**src/rtl/serial_comparator.sv**
```systemverilog
// serial_comparator
//   Bit-serial magnitude comparator. Operands are consumed LSB-first, one bit
//   per clock, through a single less/equal/greater cascade cell whose state is
//   registered between cycles. A result is produced WIDTH cycles after the
//   accepting edge.
//
//   state  | meaning
//   -------+-----------------------------------------------------------
//   IDLE   | waiting for start; results hold the last completed compare
//   SHIFT  | one operand bit per edge folded into the cascade registers
//
// Ports
//   clk                  rising-edge clock
//   rst                  asynchronous active-high reset
//   start                compare request, sampled only in IDLE
//   a, b                 operands, sampled on the accepting edge
//   cas_l, cas_e, cas_g  initial cascade from a less-significant stage
//   busy                 compare in progress
//   done                 one-cycle pulse on the edge that updates lt/eq/gt
//   lt, eq, gt           registered result of the last completed compare

module serial_comparator #(
   parameter int WIDTH = 8
) (
   input  logic             clk,
   input  logic             rst,
   input  logic             start,
   input  logic [WIDTH-1:0] a,
   input  logic [WIDTH-1:0] b,
   input  logic             cas_l,
   input  logic             cas_e,
   input  logic             cas_g,
   output logic             busy,
   output logic             done,
   output logic             lt,
   output logic             eq,
   output logic             gt
);

   localparam int            CW   = (WIDTH > 1) ? $clog2(WIDTH) : 1;
   localparam logic [CW-1:0] LAST = CW'(WIDTH - 1);

   localparam logic ST_IDLE  = 1'b0;
   localparam logic ST_SHIFT = 1'b1;

   logic             state;
   logic [WIDTH-1:0] sa;
   logic [WIDTH-1:0] sb;
   logic [CW-1:0]    cnt;
   logic             cl;
   logic             ce;
   logic             cg;

   logic x_bit;
   logic y_bit;
   logic q_bit;
   logic cl_nxt;
   logic ce_nxt;
   logic cg_nxt;

   // One comparator cell: a differing bit overrides the lower-order decision,
   // equal bits pass it through unchanged.
   always_comb begin
      x_bit  = sa[0];
      y_bit  = sb[0];
      q_bit  = ~(x_bit ^ y_bit);
      ce_nxt = ce & q_bit;
      cl_nxt = (cl & q_bit) | (~x_bit & y_bit);
      cg_nxt = (cg & q_bit) | (x_bit & ~y_bit);
   end

   always_ff @(posedge clk or posedge rst) begin
      if (rst) begin
         state <= ST_IDLE;
         busy  <= 1'b0;
         done  <= 1'b0;
         lt    <= 1'b0;
         eq    <= 1'b0;
         gt    <= 1'b0;
         cl    <= 1'b0;
         ce    <= 1'b0;
         cg    <= 1'b0;
         cnt   <= '0;
         sa    <= '0;
         sb    <= '0;
      end else begin
         done <= 1'b0;
         case (state)
            ST_IDLE: begin
               if (start) begin
                  sa    <= a;
                  sb    <= b;
                  cl    <= cas_l;
                  ce    <= cas_e;
                  cg    <= cas_g;
                  cnt   <= '0;
                  busy  <= 1'b1;
                  state <= ST_SHIFT;
               end
            end
            ST_SHIFT: begin
               cl <= cl_nxt;
               ce <= ce_nxt;
               cg <= cg_nxt;
               sa <= sa >> 1;
               sb <= sb >> 1;
               if (cnt == LAST) begin
                  // Last bit: publish the cascade as the result. cnt is left
                  // at LAST so it never wraps; it is reloaded on the next accept.
                  lt    <= cl_nxt;
                  eq    <= ce_nxt;
                  gt    <= cg_nxt;
                  done  <= 1'b1;
                  busy  <= 1'b0;
                  state <= ST_IDLE;
               end else begin
                  cnt <= cnt + CW'(1);
               end
            end
            default: begin
               state <= ST_IDLE;
               busy  <= 1'b0;
            end
         endcase
      end
   end

endmodule
```
**config.mk**
```make
export PLATFORM = sky130hd
export DESIGN_NAME = serial_comparator
export DESIGN_NICKNAME = d
export VERILOG_FILES = /design/src/rtl/serial_comparator.sv
export SDC_FILE = /design/constraint.sdc
export NUM_CORES = 1
export LEC_CHECK = 0
export BUFFER_PORTS_ARGS = -buffer_cell sky130_fd_sc_hd__buf_2
export CAP_MARGIN = 20
export CORE_ASPECT_RATIO = 1.5
export CORE_MARGIN = 8
export CORE_UTILIZATION = 48
export DETAILED_ROUTE_END_ITERATION = 10
export PLACE_DENSITY_LB_ADDON = 0.08
export SLEW_MARGIN = 10
export SYNTH_ARGS = -nofsm -noshare
export SYNTH_HDL_FRONTEND = slang
export SYNTH_SLANG_ARGS = --single-unit
```
**constraint.sdc**
```tcl
create_clock -name clk -period 1.5 [get_ports clk]
set_clock_uncertainty 0.2 [all_clocks]
set_input_delay 0.225 -clock clk [delete_from_list [all_inputs] [get_ports clk]]
set_output_delay 0.225 -clock clk [all_outputs]
set_load 0.005 [all_outputs]
```
# Yosys cells after proc, flatten, opt, wreduce, memory -nomap -nowiden
# Index checks and enable logic that the tools add are counted.
[totals] in_bits=22 register_bits=28 elab_cells=53 out_inout_bits=5
[classes] bitwise_logic=12 n_reduce_logical=3 eq_ne=4 n_mux=21 n_addsub=1
[op_table] operator="$pmux 8 s2" count=2
[op_table] operator="$mux 8" count=2
[op_table] operator="$pmux 1 s2" count=5
[op_table] operator="$mux 1" count=9
[op_table] operator="$mux 3" count=2
[op_table] operator="$pmux 3 s2" count=1
[op_table] operator="$reduce_and 2->1" count=3
[op_table] operator="$and 1x1->1" count=5
[op_table] operator="$ne 2x2->1 const B" count=2
[op_table] operator="$not 1->1" count=4
[op_table] operator="$add 3x1->3 const B" count=1
[op_table] operator="$eq 3x3->1 const B" count=1
[op_table] operator="$ne 2x1->1 const B" count=1
[op_table] operator="$or 1x1->1" count=2
[op_table] operator="$xor 1x1->1" count=1

# Logic depth before layout (Yosys ltp)
# Gate-level depths: netlist of run 1.
[logic_depth] word_depth=5 ltp_mapped=5 depth_no_buf=5

# Least setup slack after synthesis of run 1
# No wires, ideal clock.
[synth_path] kind="register to register" from="register cnt[0]" to="register cnt[2]" setup_ns=0.121 t_arrival_ns=1.290 period_less_slack_ns=1.611 t_required_ns=1.179 path_stages_with_launch=5 setup_slack_ns=-0.111 cell_sequence="dfrtp_1 > ha_1 > ha_1 > mux2_1 > a22o_1"
[synth_between] elab_chain_cells=3 elab_cells_between_ends=6 cone_classes="1 x add/sub; 2 x eq/ne; 2 x mux; 1 x reduce/logical"
[synth_rtl] item="start, declared" line="49" text="logic [CW-1:0] cnt;"
[synth_rtl] item="start signal, assigned" line="117" text="cnt <= cnt + CW'(1);"
[synth_rtl] item="$add 3x1->3 / $eq 3x3->1 (equally long branches)" line="117, 107"
[synth_rtl] item="$mux 3 / $ne 2x2->1 (equally long branches)"
[synth_rtl] item="$pmux 3 s2 / $reduce_and 2->1 (equally long branches)"
# Parallel ways exist; a longest one is shown, timed or not. The select of a mux whose other input is x is not followed.
# A chain may end at the register's enable or synchronous reset.

# Worst setup path after layout of run 1
[layout_path] from="register cnt[1]" to="register cnt[2]"
# Same word-level chain as after synthesis.

==> metrics.md, run 1 <==
| Metric | Value |
|---|---|
| CP Cell Sequence | `ha_2 > ha_4 > mux2_4 > a22o_1` |
| Fillers | `231` |
| CTS root buffer | `clkbuf_8` |
| Critical path type | `reg -> reg` |
| Port Buf Inserts | `26` |
| Syn_nets | `148` |
| Worst-Skew Late Latency | `270 ps` |
| First-pass GRT wire length | `4.31 mm` |
| Netlist Area Pre-Place | `1310 sq um` |
| Failing checks | `setup timing` |
| Critical R2R Launch | `cnt[1]` |
| Global route overflow | `0` |
| Fin Setup TNS | `-62.2 ps` |
| HP Class | `in -> reg` |
| N_diodes | `0` |
| Top flip-flop cell by instance count after synthesis | `dfrtp_1` |
| Yosys cell types | `22` |
| Total Wirelength | `2.54 mm` |
| Bufs and invs on worst path | `0` |
| Global Route Usage Sum | `0.117` |
| Final slew viol count | `0` |
| Vias per cell | `5.02` |
| DRT antenna net count | `0` |
| Power, Total | `2.82 mW` |
| # DRC | `0` |
| Outcome | `finished, violations left` |
| Main area contributors after synthesis | `dfrtp_1, mux2i_1, o21ai_1, nand2_1, ha_1` |
| Worst-path fanout max | `2` |
| Mux contribution to synthesized area | `0.139` |
| Leakage power | `0.812 nW` |
| Worst Setup Start Kind | `register` |
| Starting DRT DRC Count | `17` |
| Crit path arrival time | `1530 ps` |
| Crit path max-delay family | `adder cells` |
| Routability congestion estimate from global placement | `0.681` |
| WP data required | `1470 ps` |
| Reg area | `701 sq um` |
| RR Endpoint | `cnt[2]` |
| Crit path max-delay cell type | `dfrtp_1` |
| Post-synth EDFFs | `0` |
| Simple-Gate Fraction of Synth Area | `0.0872` |
| Area of the multi-input gates | `548 sq um` |
| Die height | `79.9 um` |
| I/O pins | `27` |
| P per Cell Area | `1760 nW/um^2` |
| Post-detail-place hpwl | `1.84 mm` |
| Register area share after synthesis | `0.536` |
| Final setup viols | `2` |
| Setup crit start | `cnt[1]` |
| Nets | `182` |
| Syn Inst Count | `121` |
| Largest stage delay, worst path | `400 ps` |
| H-tree lvl count | `1` |
| Slew @ Worst Pin | `355 ps` |
| Worst R2R Setup Slack | `-60 ps` |
| Levels on crit path | `4` |
| Synth Area in Compound Gates | `0.125` |
| Period utilization | `1.04` |
| Fmax achieved | `642 MHz` |
| CTS tree | `yes` |
| Largest area contributor in the netlist | `dfrtp_1` |
| Vias | `953` |
| RSZ-0062 raised after global routing | `yes` |
| Most frequent cells in the layout | `dfrtp_1, buf_2, nand2_1` |
| Worst Reg2Reg Path Length in Cells | `4` |
| Synthesis-stage register bit count | `28` |
| FFs w/ async S/R, synth | `1.00` |
| Max Cap Viol | `0` |
| Final Hold Viols | `0` |
| Final Worst Setup Slack | `-58.1 ps` |
| CTS Buffer Depth | `2` |
| Number of synthesis warnings | `0` |
| Commonest non-fill, non-tap cell in the layout | `dfrtp_1` |
| Core Region | `2620 sq um` |
| Initial antenna violation count | `0` |
| Pin count of the biggest net entering global routing | `33` |
| Max VDD drop | `1200 uV` |
| Slew headroom | `0.763` |
| CP endpoint | `cnt[2]` |
| DP Worst Slack | `-87.7 ps` |
| Area Growth Syn to Fin | `22.3%` |
| DRT Pass-1 Iters | `4` |
| Post-Synth XOR/XNOR Area | `0` |
| Clk slew on worst S/H paths | `90 ps` |
| CTS buffer count | `3` |
| Core Rows | `23` |
| Layout cells sized above 1 | `0.288` |
| Synth Area per Inst | `10.8 sq um` |
| Die width | `58.6 um` |
| Initial core utilization | `0.499` |
| Critical Path End Type | `register` |
| Vias in the first global route | `1015` |
| Synth Area in Adders | `0.0479` |
| Clock sink count | `28` |
| Min Tclk post-route | `1560 ps` |
| Die area | `4680 sq um` |
| Wire per inst | `13.4 um` |
| Largest family of logic cells by synthesized area | `multiplexers` |
| Post-synth top area share | `0.536` |
-- where the power goes --
part	switching (mW)	leakage (nW)	internal, mW	total (mW)
combinational	0.582	0.429	0.594	1.18
clock	0.222	0.0216	0.180	0.402
sequential	0.179	0.361	1.06	1.24
total	0.983	0.812	1.83	2.82
-- cell families after synthesis --
| group | count (synthesis) |
|---|---|
| DFF | 28 |
| muxes | 18 |
| and+or+nand+nor | 27 |
| AOI/OAI and AO/OA | 29 |
| adders and majority gates | 5 |
| buffers and inverters | 14 |
-- worst min path at each step --
stage | start | endpoint | depth (start not counted) | slack [ps]
6_report | a[7] | sa[7] | 3 | 5
5_1_grt | a[7] | sa[7] | 3 | 5
4_1_cts | a[7] | sa[7] | 3 | 2
3_5_place_dp | rst | sa[5] | 3 | 120
3_3_place_gp | rst | sb[5] | 3 | 100
2_1_floorplan | rst | busy | 1 | 90
-- per-layer routing --
metal	vias to the layer above	global-route usage	share of wire
li1	477	-	-
met1	459	0.125	0.41
met2	13	0.203	0.53
met3	4	0.0290	0.042
met4	0	0.0673	0.017
met5	-	0	0
-- stage by stage --
stage	hold WS (ps)	instance area (sq um)	utilization	cells
after global placement	101	1510	0.578	183
after CTS	1.80	1580	0.604	189
final	5.20	1600	0.610	190
after global routing	5.34	1600	0.610	190
after detailed placement	118	1510	0.578	183
after floorplan	90.4	1330	-	121
-- worst reg2reg max path, stage by stage, from the launching register on --
cell and delay (ps):
dfrtp_1 400, ha_2 210, ha_4 210, mux2_4 260
a22o_1 170
-- registers in the layout, indices dropped and copies added, names as in the netlist --
| signal | count |
|---|---|
| sa | 8 |
| sb | 8 |
| cnt | 3 |
| busy | 1 |
| ce | 1 |
| cg | 1 |
| cl | 1 |
| done | 1 |
| eq | 1 |
| gt | 1 |
| lt | 1 |
| state | 1 |
-- cell usage after synthesis, types with 2 or more instances --
cell type  instances
nor2_1             4
ha_1               5
o22ai_1            2
nand2_1           18
buf_6              2
mux2i_1           17
a211oi_1           3
nor2b_1            3
a21oi_1            5
dfrtp_1           28
buf_2              2
o21ai_1           17
inv_1              6
-- final cells by class --
type,count,share of cell area
sequential,28,0.439
multi-input combinational,79,0.343
timing repair buffer,36,0.147
tap,37,0.0290
clock buffer,3,0.0258
inverter,7,0.0164
-- timing repair --
item                                   4_1_cts  5_1_grt
setup endpoints to repair                    3        5
endpoints found under the hold margin       29        0
buffers inserted                             1        1
gates resized for setup                      0        2
pin swaps                                    1        2
hold buffers                                 2        0
No activity file was read; power rests on OpenSTA's default activity.
==> run 2, diff against run 1 <==
--- a/config.mk
+++ b/config.mk
@@ -9,7 +9,7 @@
 export CAP_MARGIN = 20
 export CORE_ASPECT_RATIO = 1.5
 export CORE_MARGIN = 8
-export CORE_UTILIZATION = 48
+export CORE_UTILIZATION = 53
 export DETAILED_ROUTE_END_ITERATION = 10
 export PLACE_DENSITY_LB_ADDON = 0.08
 export SLEW_MARGIN = 10
==> constraint.sdc (replaced) <==
create_clock -name clk -period 1.95 [get_ports clk]
set_clock_uncertainty 0.2 [all_clocks]
set_input_delay 0.2925 -clock clk [delete_from_list [all_inputs] [get_ports clk]]
set_output_delay 0.2925 -clock clk [all_outputs]
set_load 0.005 [all_outputs]
==> run 2 against run 1 <==
The run now ends clean. Global-route usage is 0.12 points higher. First-iteration DRC count is 5.9% lower. Cell area shrank 5.5%. Die area decreased by 7.2%.
==> metrics.md, run 2 (synthesis gave the netlist of run 1 again) <==
| Metric | Value |
|---|---|
| Vias in the first global route | `1048 (+3.3%)` |
| Area of the multi-input gates | `520 sq um (-5.0%)` |
| Power, Total | `2.08 mW (-26%)` |
| Final Worst Setup Slack | `229 ps (+287 ps)` |
| Nets | `178 (-2.2%)` |
| Die height | `76.8 um (-3.9%)` |
| Period utilization | `0.883 (-0.156)` |
| Power Internal | `1.36 mW (-26%)` |
| Setup crit start | `cnt[0]` |
| Design Area, Final | `1510 sq um (-5.5%)` |
| Initial antenna violation count | `0 (unchanged)` |
| Metal2 WL | `1.31 mm (-3.2%)` |
| Slew headroom | `0.601 (-0.162)` |
| DP Area | `1440 sq um (-5.0%)` |
| WP data required | `1990 ps (+520 ps)` |
| Total Wirelength | `2.44 mm (-4.0%)` |
| # DRC | `0 (unchanged)` |
| Die width | `56.5 um (-3.5%)` |
| Clk network pwr share | `0.182 (+0.039)` |
| Slew @ Worst Pin | `598 ps (+243 ps)` |
| Global route overflow | `0 (unchanged)` |
| Hold_sp | `b[7]` |
| Worst-Skew Late Latency | `330 ps (+60 ps)` |
| Final setup viols | `0 (-2)` |
| Top routing layer in use | `met4` |
| Vias per cell | `5.33 (+6.3%)` |
| DRT antenna net count | `0 (unchanged)` |
| Worst R2R Setup Slack | `230 ps (+290 ps)` |
| Global Route Usage Sum | `0.118 (+0.00121)` |
| Post-detail-place hpwl | `1.70 mm (-7.4%)` |
| Fmax achieved | `581 MHz (-9.5%)` |
| Fillers | `222 (-3.9%)` |
| Biggest regs | `sa (8), sb (8), cnt (3)` |
| Routability congestion estimate from global placement | `0.693 (+1.7%)` |
| Hold EP | `sb[7]` |
| Max VDD drop | `745 uV (-38%)` |
| Fin Setup TNS | `0 ps (+62.2 ps)` |
| Most frequent cells in the layout | `dfrtp_1, buf_2, nand2_1` |
| Final Hold Viols | `0 (unchanged)` |
| Crit path arrival time | `1760 ps (+230 ps)` |
| Clock sink count | `28 (unchanged)` |
| Vias | `928 (-2.6%)` |
| Critical R2R Launch | `cnt[0]` |
| Initial core utilization | `0.545 (+0.0466)` |
| Met3 wire len | `112 um (+4.7%)` |
| RR Endpoint | `cnt[2]` |
| CTS Buffer Depth | `2 (unchanged)` |
| Layout cells sized above 1 | `0.247 (-0.0409)` |
| Critical path type | `reg -> reg` |
| Net Sw Power | `721 uW (-27%)` |
| H-tree lvl count | `1 (unchanged)` |
| Hold path cells | `3 (unchanged)` |
| Wire per inst | `14.0 um (+4.9%)` |
| RSZ-0062 raised after global routing | `no` |
| Final slew viol count | `0 (unchanged)` |
| Part of the power in registers | `0.452 (+0.012)` |
| CTS tree | `yes` |
| Core Region | `2390 sq um (-8.6%)` |
| I/O pins | `27 (unchanged)` |
| Post-CTS Setup Repair Bufs | `0 (-1)` |
| DP Worst Slack | `239 ps (+326 ps)` |
| Port Buf Inserts | `26 (unchanged)` |
| M1 wire length | `978 um (-5.3%)` |
| Critical Path End Type | `register` |
| Commonest non-fill, non-tap cell in the layout | `dfrtp_1` |
| Reg area | `701 sq um (unchanged)` |
| P per Cell Area | `1380 nW/um^2 (-22%)` |
| Min Tclk post-route | `1720 ps (+163 ps)` |
| Worst Reg2Reg Path Length in Cells | `4 (unchanged)` |
| Starting DRT DRC Count | `16 (-1)` |
| Core Rows | `22 (-4.3%)` |
| Outcome | `completed` |
| CTS root buffer | `clkbuf_4` |
| CTS buffer count | `3 (unchanged)` |
| Worst-path fanout max | `4 (+2)` |
| First-pass GRT wire length | `4.33 mm (+0.49%)` |
| DRT Pass-1 Iters | `4 (unchanged)` |
| Switching Fraction | `0.346 (-0.00268)` |
| Pin count of the biggest net entering global routing | `29 (-12%)` |
| Max Cap Viol | `0 (unchanged)` |
| Leakage power | `0.784 nW (-3.4%)` |
| N_diodes | `0 (unchanged)` |
| Part of the power in combinational logic | `0.366 (-0.051)` |
| Clk slew on worst S/H paths | `150 ps (+60 ps)` |
| Area Growth Syn to Fin | `15.6%` |
| Die area | `4340 sq um (-7.2%)` |
| HP Class | `in -> reg` |
| Worst Setup Start Kind | `register` |
==> run 2: changes by cell type in the layout (fill, tap and decap cells not counted), moves of 2 or more <==
cell      change
clkbuf_8      -3
ha_1          +2
clkbuf_4      +3
buf_4         -2
buf_12        -2
==> run 2: metal layers <==
| layer | track usage | vias up |
|---|---|---|
| met4 | 0.0531 | 0 |
| met5 | 0 | - |
| met2 | 0.213 | 19 |
| met3 | 0.0297 | 4 |
| li1 | - | 466 |
| met1 | 0.123 | 439 |
==> run 2: area by class of cell <==
class / instances / share of cell area
clock buffers: 3 / 0.0149
clock inverters: 1 / 0.0199
inverters: 7 / 0.0174
multi-input cells: 79 / 0.345
flip-flops and latches: 28 / 0.464
well taps: 24 / 0.0199
repair buffers: 32 / 0.119
==> run 2: how the worst max path moves through the flow <==
stage	slack [ps]	end	depth (start not counted)
2_1_floorplan	340	cnt[2]	4
3_3_place_gp	330	cnt[2]	4
3_5_place_dp	240	cnt[2]	4
4_1_cts	230	cnt[2]	4
5_1_grt	190	cnt[2]	4
6_report	230	cnt[2]	4
==> run 2: stage by stage <==
stage | cells | hold slack [ps] | util
final | 174 | 20.0 | 0.631
after global routing | 174 | 12.4 | 0.631
after CTS | 174 | 7.07 | 0.631
after detailed placement | 168 | 176 | 0.600
after global placement | 168 | 171 | 0.600
after floorplan | 121 | 158 | -
==> run 2: critical path, cell delays in order (launching register included) <==
cell and delay [ps]:
dfrtp_1 430, ha_1 230, ha_1 260, mux2_1 340, a22o_1 190
==> run 2: power groups by stage <==
stage,Clock [mW],Sequential (mW),Combinational [mW]
detailed placement,0,0.958,0.770
CTS,0.393,0.947,0.778
global placement,0,0.942,0.727
global route,0.406,0.976,0.893
finish,0.379,0.942,0.761
floorplan,0,0.938,0.583
==> run 2: timing repair <==
action | CTS | global route
resized for setup | 0 | 0
hold buffers | 2 | 0
hold endpoints to repair | 29 | 0
==> run 3, diff against run 2 <==
--- a/config.mk
+++ b/config.mk
@@ -7,9 +7,11 @@
 export LEC_CHECK = 0
 export BUFFER_PORTS_ARGS = -buffer_cell sky130_fd_sc_hd__buf_2
 export CAP_MARGIN = 20
+export CELL_PAD_IN_SITES_DETAIL_PLACEMENT = 1
+export CELL_PAD_IN_SITES_GLOBAL_PLACEMENT = 2
 export CORE_ASPECT_RATIO = 1.5
 export CORE_MARGIN = 8
-export CORE_UTILIZATION = 53
+export CORE_UTILIZATION = 36
 export DETAILED_ROUTE_END_ITERATION = 10
 export PLACE_DENSITY_LB_ADDON = 0.08
 export SLEW_MARGIN = 10
==> run 3 against run 2 <==
Register-to-register slack better by 20 ps. Via count unchanged. Sequential power barely moved. Worst hold slack improved by 53 ps. Largest cell class unchanged. Largest power group unchanged. Highest routed layer unchanged.
==> metrics.md, run 3 (synthesis gave the netlist of run 1 again) <==
| Metric | Value |
|---|---|
| Outcome | `completed` |
| Post-CTS sizing | `0 (unchanged)` |
| Part of the power in combinational logic | `0.372 (+0.006)` |
| Max Cap Viol | `0 (unchanged)` |
| RR Endpoint | `cnt[2]` |
| Clk slew on worst S/H paths | `90 ps (-60 ps)` |
| Final setup viols | `0 (unchanged)` |
| # DRC | `0 (unchanged)` |
| Core Rows | `27 (+23%)` |
| Design Area, Final | `1530 sq um (+1.1%)` |
| Setup crit start | `cnt[0]` |
| WP data required | `1910 ps (-80 ps)` |
| Worst Reg2Reg Path Length in Cells | `4 (unchanged)` |
| N_diodes | `0 (unchanged)` |
| Most frequent cells in the layout | `dfrtp_1, buf_2, nand2_1` |
| DP Area | `1460 sq um (+1.7%)` |
| Global Route Usage Sum | `0.0984 (-0.0200)` |
| Worst R2R Setup Slack | `250 ps (+20 ps)` |
| CTS buffer count | `3 (unchanged)` |
| Min Tclk post-route | `1700 ps (-17.8 ps)` |
| Max VDD drop | `662 uV (-11%)` |
| Final core occ | `0.426 (-0.204)` |
| Core Region | `3580 sq um (+50%)` |
| Power, Total | `2.07 mW (-0.77%)` |
| Hold_sp | `b[7]` |
| Worst-path fanout max | `4 (unchanged)` |
| Part of the power in registers | `0.457 (+0.005)` |
| Total Wirelength | `2.67 mm (+9.5%)` |
| CP Cell Sequence | `ha_1 > ha_1 > mux2_1 > a22o_1` |
| Worst-Skew Late Latency | `270 ps (-60 ps)` |
| DRT Pass-1 Iters | `4 (unchanged)` |
| Vias per cell | `4.83 (-9.4%)` |
| Reg area | `701 sq um (unchanged)` |
| Crit path arrival time | `1660 ps (-100 ps)` |
| Clk network pwr share | `0.171 (-0.011)` |
| P per Cell Area | `1350 nW/um^2 (-1.8%)` |
| Worst Setup Start Kind | `register` |
| Biggest regs | `sa (8), sb (8), cnt (3)` |
| Die area | `5850 sq um (+35%)` |
| Area Growth Syn to Fin | `16.9%` |
| Starting DRT DRC Count | `30 (+14)` |
| Fillers | `435 (+96%)` |
| Net Sw Power | `731 uW (+1.4%)` |
| Die width | `65.2 um (+15%)` |
| HP Class | `in -> reg` |
| Post-CTS Setup Repair Bufs | `0 (unchanged)` |
| Final Hold Viols | `0 (unchanged)` |
| H-tree lvl count | `1 (unchanged)` |
| Fin Setup TNS | `0 ps (unchanged)` |
| Crit path max-delay cell type | `dfrtp_1` |
| Post-CTS Hold Fix Bufs | `1 (-1)` |
| Vias | `928 (unchanged)` |
| Period utilization | `0.873 (-0.00912)` |
| Critical path type | `reg -> reg` |
| Routability congestion estimate from global placement | `0.760 (+9.8%)` |
| Clock sink count | `28 (unchanged)` |
| Global route overflow | `0 (unchanged)` |
| Layout cells sized above 1 | `0.248 (+0.00166)` |
| I/O pins | `27 (unchanged)` |
| CTS root buffer | `clkbuf_8` |
| First-pass GRT wire length | `4.77 mm (+10%)` |
| Pin count of the biggest net entering global routing | `29 (unchanged)` |
| Critical Path End Type | `register` |
| Area of the multi-input gates | `520 sq um (unchanged)` |
| Initial antenna violation count | `0 (unchanged)` |
| Post-Place Cells | `187 (+11%)` |
| Final slew viol count | `0 (unchanged)` |
| Slew @ Worst Pin | `369 ps (-229 ps)` |
| Power Internal | `1.34 mW (-1.9%)` |
| Vias in the first global route | `1080 (+3.1%)` |
| Commonest non-fill, non-tap cell in the layout | `dfrtp_1` |
| CTS Buffer Depth | `2 (unchanged)` |
| Port Buf Inserts | `26 (unchanged)` |
| RSZ-0062 raised after global routing | `no` |
| Wire per inst | `13.9 um (-0.80%)` |
| Layout Cells excl Fill | `192 (+10%)` |
| Leakage power | `0.781 nW (-0.43%)` |
| Top cell by count, worst path | `ha_1` |
| DRT antenna net count | `0 (unchanged)` |
| Post-detail-place hpwl | `2.00 mm (+18%)` |
| Switching Fraction | `0.354 (+0.00741)` |
| Largest stage delay, worst path | `410 ps (-20 ps)` |
| Slew headroom | `0.754 (+0.153)` |
| DP Worst Slack | `266 ps (+27.2 ps)` |
| WHS | `73.3 ps (+53.3 ps)` |
| Initial core utilization | `0.365 (-0.181)` |
| CTS tree | `yes` |
| Fmax achieved | `587 MHz (+1.0%)` |
| Final Worst Setup Slack | `247 ps (+17.8 ps)` |
| Nets | `177 (-0.56%)` |
| CP endpoint | `cnt[2]` |
| Die height | `89.8 um (+17%)` |
| Critical R2R Launch | `cnt[0]` |
## run 3: layer usage
layer,wire (um),vias up,GRT usage,part of all wire
met5,0,-,0,0
met4,16,0,0.0274,0.0060
met3,126,2,0.0261,0.047
met2,1410,15,0.180,0.53
met1,1120,449,0.105,0.42
li1,-,462,-,-
## run 3: cell type report
| cell class | count | area share |
|---|---|---|
| inverters | 7 | 0.0172 |
| flip-flops and latches | 28 | 0.459 |
| repair buffers | 31 | 0.111 |
| multi-input cells | 79 | 0.341 |
| clock buffers | 4 | 0.0361 |
| well taps | 43 | 0.0352 |
## run 3: critical path, delay by kind of cell (launching register included)
kind | cells | cell delay, ps
adders and majority gates | 2 | 470
AOI/OAI and AO/OA | 1 | 180
DFF | 1 | 410
muxes | 1 | 320
## run 3: worst min-delay path by stage
stage / slack [ps] / to / cells past startpoint
2_1_floorplan: 160 / busy / 1
3_3_place_gp: 180 / busy / 3
3_5_place_dp: 190 / done / 3
4_1_cts: 70 / sb[7] / 3
5_1_grt: 90 / sb[7] / 3
6_report: 70 / sb[7] / 3
## run 3: power by group through the flow
stage | clock (mW) | combinational (mW) | sequential, mW
2_1_floorplan | 0 | 0.583 | 0.938
3_3_place_gp | 0 | 0.746 | 0.945
3_5_place_dp | 0 | 0.785 | 0.955
4_1_cts | 0.374 | 0.789 | 0.944
5_1_grt | 0.389 | 0.903 | 0.977
6_report | 0.354 | 0.769 | 0.943
